### src/rtl/riscv_pkg.sv
// Shared types for the data-memory port: read-owner tracking for the
// single-port block RAM and the width of the secondary wait counter.
package riscv_pkg;

    localparam int WAIT_W = 4;

    // Who owns the read data returned by the RAM in the following cycle.
    typedef enum logic [1:0] {
        OWN_NONE   = 2'd0,
        OWN_CPU    = 2'd1,
        OWN_SEC_RD = 2'd2
    } mem_owner_e;

endpackage

### src/rtl/data_mem_arbiter.sv
// Data-memory arbiter: the CPU pipeline and a secondary (debug/DMA) master
// share one single-port block RAM. The CPU normally wins. A waiting secondary
// request is forced through after MAX_WAIT consecutive losing cycles, and the
// CPU is stalled for that one cycle.
//
// Secondary handshake: a request transfers in a cycle where i_sec_valid and
// o_sec_ready are both high. o_sec_ready is combinational and depends on the
// current inputs. Dropping i_sec_valid before ready counts as a withdrawal:
// no access is made. A read returns o_sec_rvalid for exactly one cycle, one
// cycle after the transfer. Writes produce no response.
module data_mem_arbiter
    import riscv_pkg::*;
#(
    parameter int XLEN     = 32,
    parameter int MAX_WAIT = 4
) (
    input  logic              i_clk,
    input  logic              i_rst,
    input  logic              i_cpu_req,
    input  logic              i_cpu_we,
    input  logic [XLEN-1:0]   i_cpu_addr,
    input  logic [XLEN-1:0]   i_cpu_wdata,
    input  logic [XLEN/8-1:0] i_cpu_byte_en,
    output logic              o_cpu_stall,
    input  logic              i_sec_valid,
    input  logic              i_sec_we,
    input  logic [XLEN-1:0]   i_sec_addr,
    input  logic [XLEN-1:0]   i_sec_wdata,
    input  logic [XLEN/8-1:0] i_sec_byte_en,
    output logic              o_sec_ready,
    output logic              o_sec_rvalid,
    output logic [XLEN-1:0]   o_sec_rdata,
    output logic              o_mem_en,
    output logic [XLEN-1:0]   o_mem_addr,
    output logic [XLEN-1:0]   o_mem_wdata,
    output logic [XLEN/8-1:0] o_mem_byte_en,
    input  logic [XLEN-1:0]   i_mem_rdata,
    output mem_owner_e        o_dbg_rd_owner,
    output logic [WAIT_W-1:0] o_dbg_wait_cnt
);

    localparam int                BE_W     = XLEN / 8;
    localparam logic [WAIT_W-1:0] WAIT_MAX = WAIT_W'(MAX_WAIT);

    logic [WAIT_W-1:0] wait_cnt;
    logic [WAIT_W-1:0] wait_cnt_next;
    mem_owner_e        rd_owner;
    mem_owner_e        rd_owner_next;
    logic              sec_grant;
    logic              cpu_grant;
    logic [XLEN-1:0]   sec_rdata_q;

    // Grant decision: secondary wins when the CPU is idle or it has waited long enough.
    always_comb begin
        sec_grant = 1'b0;
        cpu_grant = 1'b0;
        if (!i_rst) begin
            sec_grant = i_sec_valid && (!i_cpu_req || (wait_cnt == WAIT_MAX));
            cpu_grant = i_cpu_req && !sec_grant;
        end
    end

    // RAM request mux; byte strobes only on stores so reads never modify memory.
    always_comb begin
        o_mem_en      = 1'b0;
        o_mem_addr    = '0;
        o_mem_wdata   = '0;
        o_mem_byte_en = '0;
        if (sec_grant) begin
            o_mem_en      = 1'b1;
            o_mem_addr    = i_sec_addr;
            o_mem_wdata   = i_sec_wdata;
            o_mem_byte_en = i_sec_we ? i_sec_byte_en : {BE_W{1'b0}};
        end else if (cpu_grant) begin
            o_mem_en      = 1'b1;
            o_mem_addr    = i_cpu_addr;
            o_mem_wdata   = i_cpu_wdata;
            o_mem_byte_en = i_cpu_we ? i_cpu_byte_en : {BE_W{1'b0}};
        end
    end

    // Next-state logic for the wait counter and the read-owner record.
    always_comb begin
        wait_cnt_next = wait_cnt;
        rd_owner_next = OWN_NONE;
        if (i_rst) begin
            wait_cnt_next = '0;
            rd_owner_next = OWN_NONE;
        end else begin
            if (sec_grant || !i_sec_valid) begin
                wait_cnt_next = '0;
            end else if (wait_cnt < WAIT_MAX) begin
                wait_cnt_next = wait_cnt + 1'b1;
            end
            if (sec_grant && !i_sec_we) begin
                rd_owner_next = OWN_SEC_RD;
            end else if (cpu_grant) begin
                rd_owner_next = OWN_CPU;
            end
        end
    end

    // Control state register.
    always_ff @(posedge i_clk) begin
        wait_cnt <= wait_cnt_next;
        rd_owner <= rd_owner_next;
    end

    // Hold the last secondary read word so o_sec_rdata stays stable between responses.
    always_ff @(posedge i_clk) begin
        if (o_sec_rvalid) begin
            sec_rdata_q <= i_mem_rdata;
        end
    end

    // A response still pending when reset arrives is dropped.
    assign o_sec_rvalid   = (rd_owner == OWN_SEC_RD) && !i_rst;
    assign o_sec_rdata    = o_sec_rvalid ? i_mem_rdata : sec_rdata_q;
    assign o_sec_ready    = sec_grant;
    assign o_cpu_stall    = i_cpu_req && sec_grant;
    assign o_dbg_rd_owner = rd_owner;
    assign o_dbg_wait_cnt = wait_cnt;

endmodule

### config.mk
export PLATFORM = sky130hd
export DESIGN_NAME = data_mem_arbiter
export DESIGN_NICKNAME = d
export VERILOG_FILES = /design/src/rtl/riscv_pkg.sv /design/src/rtl/data_mem_arbiter.sv
export SDC_FILE = /design/constraint.sdc
export NUM_CORES = 1
export LEC_CHECK = 0
export CAP_MARGIN = 20
export CORE_AREA = 3 3 109 111
export CTS_BUF_LIST = sky130_fd_sc_hd__clkbuf_2 sky130_fd_sc_hd__clkbuf_4 sky130_fd_sc_hd__clkbuf_8
export CTS_CLUSTER_DIAMETER = 100
export DETAILED_ROUTE_END_ITERATION = 10
export DIE_AREA = 0 0 112 114
export GPL_ROUTABILITY_DRIVEN = 0
export PLACE_DENSITY = 0.61
export SYNTH_ARGS = -nofsm -noshare
export SYNTH_HDL_FRONTEND = slang
export SYNTH_SLANG_ARGS = --single-unit
export TNS_END_PERCENT = 30
### constraint.sdc
create_clock -name i_clk -period 2.2 [get_ports i_clk]
set_clock_uncertainty 0.15 [all_clocks]
set_input_delay 0.33 -clock i_clk [delete_from_list [all_inputs] [get_ports i_clk]]
set_output_delay 0.33 -clock i_clk [all_outputs]
set_load 0.01 [all_outputs]
==> results.txt, run 1 <==
----------------------------------------------------
[Logic synthesis]
  Total standard cell area after synthesis ... 2016 um^2
  Number of instances in the synthesized netlist ... 184
  Most area-hungry cell type in the Yosys netlist ... sky130_fd_sc_hd__dfxtp_1
  Yosys top cell area share ... 0.3774
  Top_reg_cell synth ... sky130_fd_sc_hd__dfxtp_1
  Share of flip-flops with an asynchronous set or reset ... 0
  Multiplexer share of the synthesized area ... 0.1788
  Largest family of logic cells by synthesized area ... compound AO/OA/AOI/OAI gates
  Number of synthesized flops with an enable pin ... 0
  Share of synthesized cell area in full adder, half adder and majority cells ... 0.01241
  Avg Inst Size Synth ... 10.95 um^2
  Post-Synthesis Net Count ... 360
  Area share of xor/xnor cells in the synthesized design ... 0.004345
  Simple logic cell fraction of the synthesized area ... 0.04531
  Unique cell type count in the Yosys netlist ... 25
  Top cells by area, synth ... sky130_fd_sc_hd__dfxtp_1 (38%), sky130_fd_sc_hd__a22o_1 (28%), sky130_fd_sc_hd__mux2_1 (16%)
  Synth warn ... 0
  Area fraction in compound gates after synthesis ... 0.3178
  Most numerous cell in the Yosys netlist ... sky130_fd_sc_hd__a22o_1
  Post-synth top cells ... sky130_fd_sc_hd__a22o_1 (64), sky130_fd_sc_hd__dfxtp_1 (38), sky130_fd_sc_hd__mux2_1 (29), sky130_fd_sc_hd__buf_4 (9), sky130_fd_sc_hd__buf_2 (7)
  Number of synthesized register bits ... 38
  Sequential-to-total area share from yosys stat ... 0.3774

[Detailed routing]
  Number of nets still failing antenna checks after routing ... 0
  Via/cell ratio ... between 4 and 5
  DRC Markers ... 0
  Detail-routed net length per standard cell ... approximately 19 um
  1st-pass router iterations ... 4
  Via count ... 2885
  WL final ... 12420 um
  Drt first-iter violations ... 100

[Final layout]
  Finished Layout Cells ... approximately 660
  Area growth, synth to finish ... 181.3%
  Final Net Count ... 693
  Final core utilization ... 0.5207
  Proportion of layout cells with a drive suffix above 1 ... 0.3822

[Global routing]
  GR Util All Layers ... 0.1724
  Via count of the first global-routing pass ... ~3k
  Total overflow reported by the global router ... 0
  Maximum number of pins on one net before global-route repair ... 17
  First-pass GRT wire length ... 17050 um
  Antenna violations before repair ... 2

[Clock network]
  # clock sinks ... 38
  Level count of the clock H-tree ... 2
  TritonCTS clock tree ... yes
  Clk Latency, worst-skew pair ... 0.29 ns
  Number of CTS-inserted buffers ... 5
  Root Buffer Master ... sky130_fd_sc_hd__clkbuf_8
  Register clock-pin slew on the reported worst setup and hold paths ... 0.08 ns
  Max clock buf depth ... 2

[Run status]
  Violated checks ... setup timing
  Result of the run ... finished, violations left

[Setup path]
  Setup crit end kind ... output pin
  Path type of the worst setup path ... register to output pin
  Kind of start point of the critical path ... register
  Required arrival time at the worst endpoint ... 1.72 ns
  Data arrival time at the worst-slack endpoint ... 1.91 ns
  Largest fanout on the critical path ... 4

[Timing]
  Highest clock rate ... 0.4187 GHz
  Post-route worst setup slack ... -0.1885 ns
  Slew margin rel. ... 0.8439
  Final slew viol count ... 0
  Setup violation total in the final timing report ... 78
  Post-route clock period utilization ... 1.086
  Actual transition at the worst max-transition pin ... 0.2339 ns
  Post-route minimum period ... 2.388 ns
  Final sum of negative setup slack ... -9.080 ns
  Setup repair after global routing missed its margin ... true
  Endpoints failing hold ... 0

[Pwr]
  Power per cell area ... 476.5 nW/um^2
  PnR Total Power ... roughly 2.7 mW
  Worst IR Drop VDD ... between 0.0002 and 0.0003 V
  Leakage power ... ~2.6 nW

[Floorplanning]
  Initial Utilization ... 0.1851
  Die Wd ... 112 um
  Die ar. ... around 13000 um^2
  I/O pin cnt ... 284
  Core Area ... between 10000 and 15000 um^2
  Site row count ... 38
  Die height ... 114 um

[Place]
  Post-detailed-placement half-perimeter wirelength ... 9693 um
  Number of cells in the design after placement ... 627
  Number of port buffers ... 283
  Post-Place Worst Slack ... -0.5972 ns

[Worst hold path]
  Class of the worst hold path ... register to register

[Flow run]
  Total of max-cap violations ... 0

----------------------------------------------------
[layout make-up]
type	instances	area, um^2
antenna	1	2.502
clock buffer	6	76.32
clock inverter	2	37.54
fill	1004	5219
inverter	4	15.01
multi-input combinational	125	1275
sequential	38	764.5
tap	140	175.2
timing repair buffer	343	3323
[flip-flops by register name, indices dropped and copies added (netlist names)]
register and cells:
o_dbg_wait_cnt 4, sec_rdata_q 32, o_dbg_rd_owner 2
[final timing paths]
kind | from | endpoint | slack, ns | depth (start not counted)
worst max-delay path | o_dbg_wait_cnt[1]$_SDFFE_PP0N_ | o_mem_byte_en[1] | -0.19 | 9
worst min-delay path | sec_rdata_q[10]$_DFF_P_ | sec_rdata_q[10]$_DFF_P_ | 0.32 | 1
worst max register to register | o_dbg_rd_owner[0]$_SDFF_PP0_ | sec_rdata_q[3]$_DFF_P_ | 0.59 | 5
worst min register to register | sec_rdata_q[10]$_DFF_P_ | sec_rdata_q[10]$_DFF_P_ | 0.32 | 1
[stage by stage]
stage | hold WS, ns | cell area, um^2
after floorplan | 0.3423 | 2016
after global placement | 0.2889 | 5296
after detailed placement | 0.2940 | 5296
after CTS | 0.3093 | 5479
after global routing | 0.3309 | 5667
final | 0.3194 | 5669
[cell usage in the layout (no fill, tap or decap), types with 6 or more instances in the layout]
cell / instances
sky130_fd_sc_hd__clkdlybuf4s50_1: 179
sky130_fd_sc_hd__a22o_1: 62
sky130_fd_sc_hd__buf_2: 54
sky130_fd_sc_hd__dfxtp_1: 35
sky130_fd_sc_hd__buf_6: 35
sky130_fd_sc_hd__buf_4: 27
sky130_fd_sc_hd__mux2_4: 25
sky130_fd_sc_hd__buf_12: 14
sky130_fd_sc_hd__clkdlybuf4s15_1: 13
sky130_fd_sc_hd__clkbuf_2: 10
sky130_fd_sc_hd__nor2_1: 6
[cell families after synthesis]
| kind of cell | Yosys count |
|---|---|
| DFF | 38 |
| AOI/OAI and AO/OA | 74 |
| adders and majority gates | 2 |
| buffers and inverters | 21 |
| muxes | 32 |
| and+or+nand+nor | 16 |
| xor gates and xnor gates | 1 |
[report_power, final]
| group | switching, mW | total (mW) | internal, mW |
|---|---|---|---|
| Sequential | 0.0372 | 0.872 | 0.835 |
| Clock | 0.243 | 0.594 | 0.351 |
| Combinational | 0.440 | 1.24 | 0.796 |
[timing repair]
item | in CTS | in global routing
endpoints found under the setup margin | 104 | 104
buffers inserted | 10 | 9
pin swaps | 29 | 22
cloned | 6 | 3
resized for setup | 374 | 89
hold buffers | 0 | 0
[worst max-delay path, stage by stage (launching register included)]
cell and delay (ns):
sky130_fd_sc_hd__dfxtp_2 0.34, sky130_fd_sc_hd__inv_2 0.05, sky130_fd_sc_hd__ha_4 0.15, sky130_fd_sc_hd__and3b_2 0.22, sky130_fd_sc_hd__a21oi_4 0.22, sky130_fd_sc_hd__buf_12 0.16
sky130_fd_sc_hd__buf_6 0.10, sky130_fd_sc_hd__buf_6 0.09, sky130_fd_sc_hd__a32o_2 0.18, sky130_fd_sc_hd__buf_6 0.11
[metal layers]
| layer | share of wire | global-route usage | vias to the layer above |
|---|---|---|---|
| met5 | 0.0010 | 0 | - |
| met4 | 0.023 | 0.04728 | 2 |
| met3 | 0.080 | 0.05995 | 26 |
| met2 | 0.51 | 0.2994 | 145 |
| met1 | 0.39 | 0.2028 | 1323 |
| li1 | - | - | 1389 |
Note: power is estimated with default switching activity, not from simulation.
==> run 2: changes to the inputs <==
Settings changed: REMOVE_ABC_BUFFERS set to 1.
==> run 2 against run 1 <==
The run still ends with setup timing left. Register-to-register slack better by 0.03 ns. Die area stayed put. Utilization is 5.1 points lower. Sequential power hardly changed. Count of clock-buffer cells in the layout is 1 higher. Sequential share of layout area is 1.5 points higher. First-iteration DRC count is 11% lower. Wire length is 2.6% lower. Critical path depth is 1 lower. Critical endpoint is now o_mem_wdata[0]. Highest routed layer is now met4.
==> results.txt, run 2 (synthesized netlist as in run 1, its figures left out) <==
----------------------------------------------------
[Pwr]
  Net switching share of the total power ... 0.2763 (+0.009825)
  Part of the power in registers ... 0.357 (+0.034)
  Clk network pwr share ... 0.189 (-0.031)
  Power per cell area ... 478.1 nW/um^2 (+0.33%)
  Leakage power ... 2.349 nW (-8.8%)
  Switching power of the nets ... 0.6760 mW (-6.1%)
  Share of power burned in combinational logic ... 0.454 (-0.003)
  Internal portion of total power ... 1.770 mW (-11%)
  PnR Total Power ... 2.446 mW (-9.4%)
  Worst IR Drop VDD ... 0.0002873 V (-3.1%)

[Final layout]
  Total non-filler cell area in the finished layout ... 5117 um^2 (-9.7%)
  # diodes ... 0 (-1)
  Finished Layout Cells ... 630 (-4.4%)
  Area growth, synth to finish ... 153.9%
  Proportion of layout cells with a drive suffix above 1 ... 0.3673 (-0.01489)
  Register with the most flip-flops ... sec_rdata_q
  Final Net Count ... 666 (-3.9%)
  Commonest cells after routing, fill and taps aside ... sky130_fd_sc_hd__clkdlybuf4s50_1 (178), sky130_fd_sc_hd__buf_2 (73), sky130_fd_sc_hd__a22o_1 (64)
  Flip-flop count of the largest register after layout ... 32 (unchanged)
  # fillers ... 1088 (+8.4%)
  Most frequent standard cell in the layout excluding fill and tap cells ... sky130_fd_sc_hd__clkdlybuf4s50_1

[Global routing]
  Met2 layer usage reported by global route ... 0.2982 (-0.001199)
  Busiest metal layer after global routing ... met2
  Maximum number of pins on one net before global-route repair ... 20 (+3)
  Antenna violations before repair ... 0 (-2)
  Met1 track utilization from global routing ... 0.2103 (+0.007501)
  GR Util All Layers ... 0.1732 (+0.0007829)
  Via count of the first global-routing pass ... 2923 (-2.3%)
  First-pass GRT wire length ... 17090 um (+0.25%)
  GR Layer Usage met3 ... 0.06631 (+0.006366)
  Total overflow reported by the global router ... 0 (unchanged)

[Timing]
  Setup repair after global routing missed its margin ... true
  Final sum of negative setup slack ... -3.261 ns (+5.819 ns)
  Post-route clock period utilization ... 1.041 (-0.04509)
  Endpoints failing hold ... 0 (unchanged)
  Final slew viol count ... 0 (unchanged)
  Post-route worst setup slack ... -0.08927 ns (+0.09920 ns)
  Highest clock rate ... 0.4368 GHz (+4.3%)
  Actual transition at the worst max-transition pin ... 0.2311 ns (-0.002771 ns)
  Slew margin rel. ... 0.8454 (+0.001532)
  Post-route minimum period ... 2.289 ns (-0.09920 ns)
  Setup violation total in the final timing report ... 66 (-15%)

[Clock network]
  Register clock-pin slew on the reported worst setup and hold paths ... 0.07 ns (about the same)
  # clock sinks ... 38 (unchanged)
  Number of CTS-inserted buffers ... 5 (unchanged)
  Root Buffer Master ... sky130_fd_sc_hd__clkbuf_8
  Clk Latency, worst-skew pair ... 0.27 ns (-0.02 ns)
  # hold bufs at CTS ... 0 (unchanged)
  Level count of the clock H-tree ... 2 (unchanged)
  TritonCTS clock tree ... yes
  Max clock buf depth ... 2 (unchanged)

[Detailed routing]
  Number of nets still failing antenna checks after routing ... 0 (unchanged)
  1st-pass router iterations ... 4 (unchanged)
  DRC Markers ... 0 (unchanged)
  Detail-routed net length per standard cell ... 19.20 um (+1.8%)
  Drt first-iter violations ... 89 (-11%)
  WL final ... 12090 um (-2.6%)
  Via count ... 2744 (-4.9%)
  Via/cell ratio ... 4.356 (-0.51%)

[Floorplanning]
  Core Area ... 10890 um^2 (unchanged)
  Initial Utilization ... 0.1851 (unchanged)
  Die ar. ... 12770 um^2 (unchanged)
  I/O pin cnt ... 284 (unchanged)
  Die height ... 114 um (unchanged)
  Site row count ... 38 (unchanged)
  Die Wd ... 112 um (unchanged)

[Place]
  Post-Place Worst Slack ... -0.5517 ns (+0.04550 ns)
  Post-place instance area ... 5109 um^2 (-3.5%)
  Number of port buffers ... 283 (unchanged)
  Post-detailed-placement half-perimeter wirelength ... 9548 um (-1.5%)
  Number of cells in the design after placement ... 607 (-3.2%)

[Setup path]
  Slowest Stage Delay on Critical Path ... 0.33 ns (about the same)
  Largest fanout on the critical path ... 11 (+7)
  Kind of start point of the critical path ... register
  Setup crit end kind ... output pin
  Max stage delay cell, worst path ... sky130_fd_sc_hd__dfxtp_2
  Required arrival time at the worst endpoint ... 1.72 ns (about the same)
  Crit-path cells ... inv_2 -> ha_4 -> and3b_2 -> a21oi_4 -> buf_12 -> buf_4 -> a22o_1 -> buf_2
  Path type of the worst setup path ... register to output pin
  Data arrival time at the worst-slack endpoint ... 1.81 ns (-0.10 ns)

[Flow run]
  Total of max-cap violations ... 0 (unchanged)

[Run status]
  Result of the run ... finished, violations left
  Violated checks ... setup timing

[Worst hold path]
  Class of the worst hold path ... register to register

----------------------------------------------------
[run 2: stage by stage]
stage | utilization | hold WS [ns]
global placement | 0.4692 | 0.2897
CTS | 0.4818 | 0.3105
global route | 0.4700 | 0.3319
finish | 0.4700 | 0.3117
floorplan | - | 0.3423
detailed placement | 0.4692 | 0.2937
[run 2: worst paths after layout]
| kind | cells after the start | start | slack [ns] | endpoint |
|---|---|---|---|---|
| max | 8 | o_dbg_wait_cnt[0]$_SDFFE_PP0N_ | -0.09 | o_mem_wdata[0] |
| min | 1 | sec_rdata_q[10]$_DFF_P_ | 0.31 | sec_rdata_q[10]$_DFF_P_ |
| max reg2reg | 8 | o_dbg_wait_cnt[0]$_SDFFE_PP0N_ | 0.62 | o_dbg_rd_owner[0]$_SDFF_PP0_ |
| min reg2reg | 1 | sec_rdata_q[10]$_DFF_P_ | 0.31 | sec_rdata_q[10]$_DFF_P_ |
[run 2: layout make-up]
cell class	count	area (um^2)	area share
repair buffers	316	2821	0.5513
clock buffers	7	83.83	0.01638
well taps	140	175.2	0.03423
multi-input cells	125	1256	0.2455
inverters	4	15.01	0.002934
flip-flops and latches	38	765.7	0.1496
[run 2: timing repair]
item | CTS | global route
pin swaps | 9 | 11
gates resized for setup | 403 | 60
endpoints found under the setup margin | 103 | 99
endpoints found under the hold margin | 0 | 0
setup buffers | 9 | 8
gates cloned | 5 | 0
[run 2: routing by layer]
metal | routed length, um | vias to the layer above
li1 | - | 1328
met1 | 4903 | 1273
met2 | 6039 | 137
met3 | 1055 | 6
met4 | 95 | 0
met5 | 0 | -
[run 2: critical path, delay by kind of cell (launching register included)]
family | cells | cell delay [ns]
AND/OR/NAND/NOR | 1 | 0.22
buffers and inverters | 4 | 0.51
flip-flops | 1 | 0.33
adder cells (fa/ha/maj) | 1 | 0.15
AO/OA/AOI/OAI | 2 | 0.33
[run 2: power by group through the flow]
stage | Clock, mW | Sequential (mW) | Combinational, mW
after floorplan | 0 | 0.869 | 0.356
after global placement | 0 | 0.873 | 1.18
after detailed placement | 0 | 0.880 | 1.18
after CTS | 0.481 | 0.867 | 1.15
after global routing | 0.508 | 0.888 | 1.19
final | 0.462 | 0.873 | 1.11
==> run 3: changes to the inputs <==
Settings changed: REMOVE_ABC_BUFFERS 1 to not set.
==> results of run 3 <==
Final layout, timing and power as in run 1 (identical DEF).
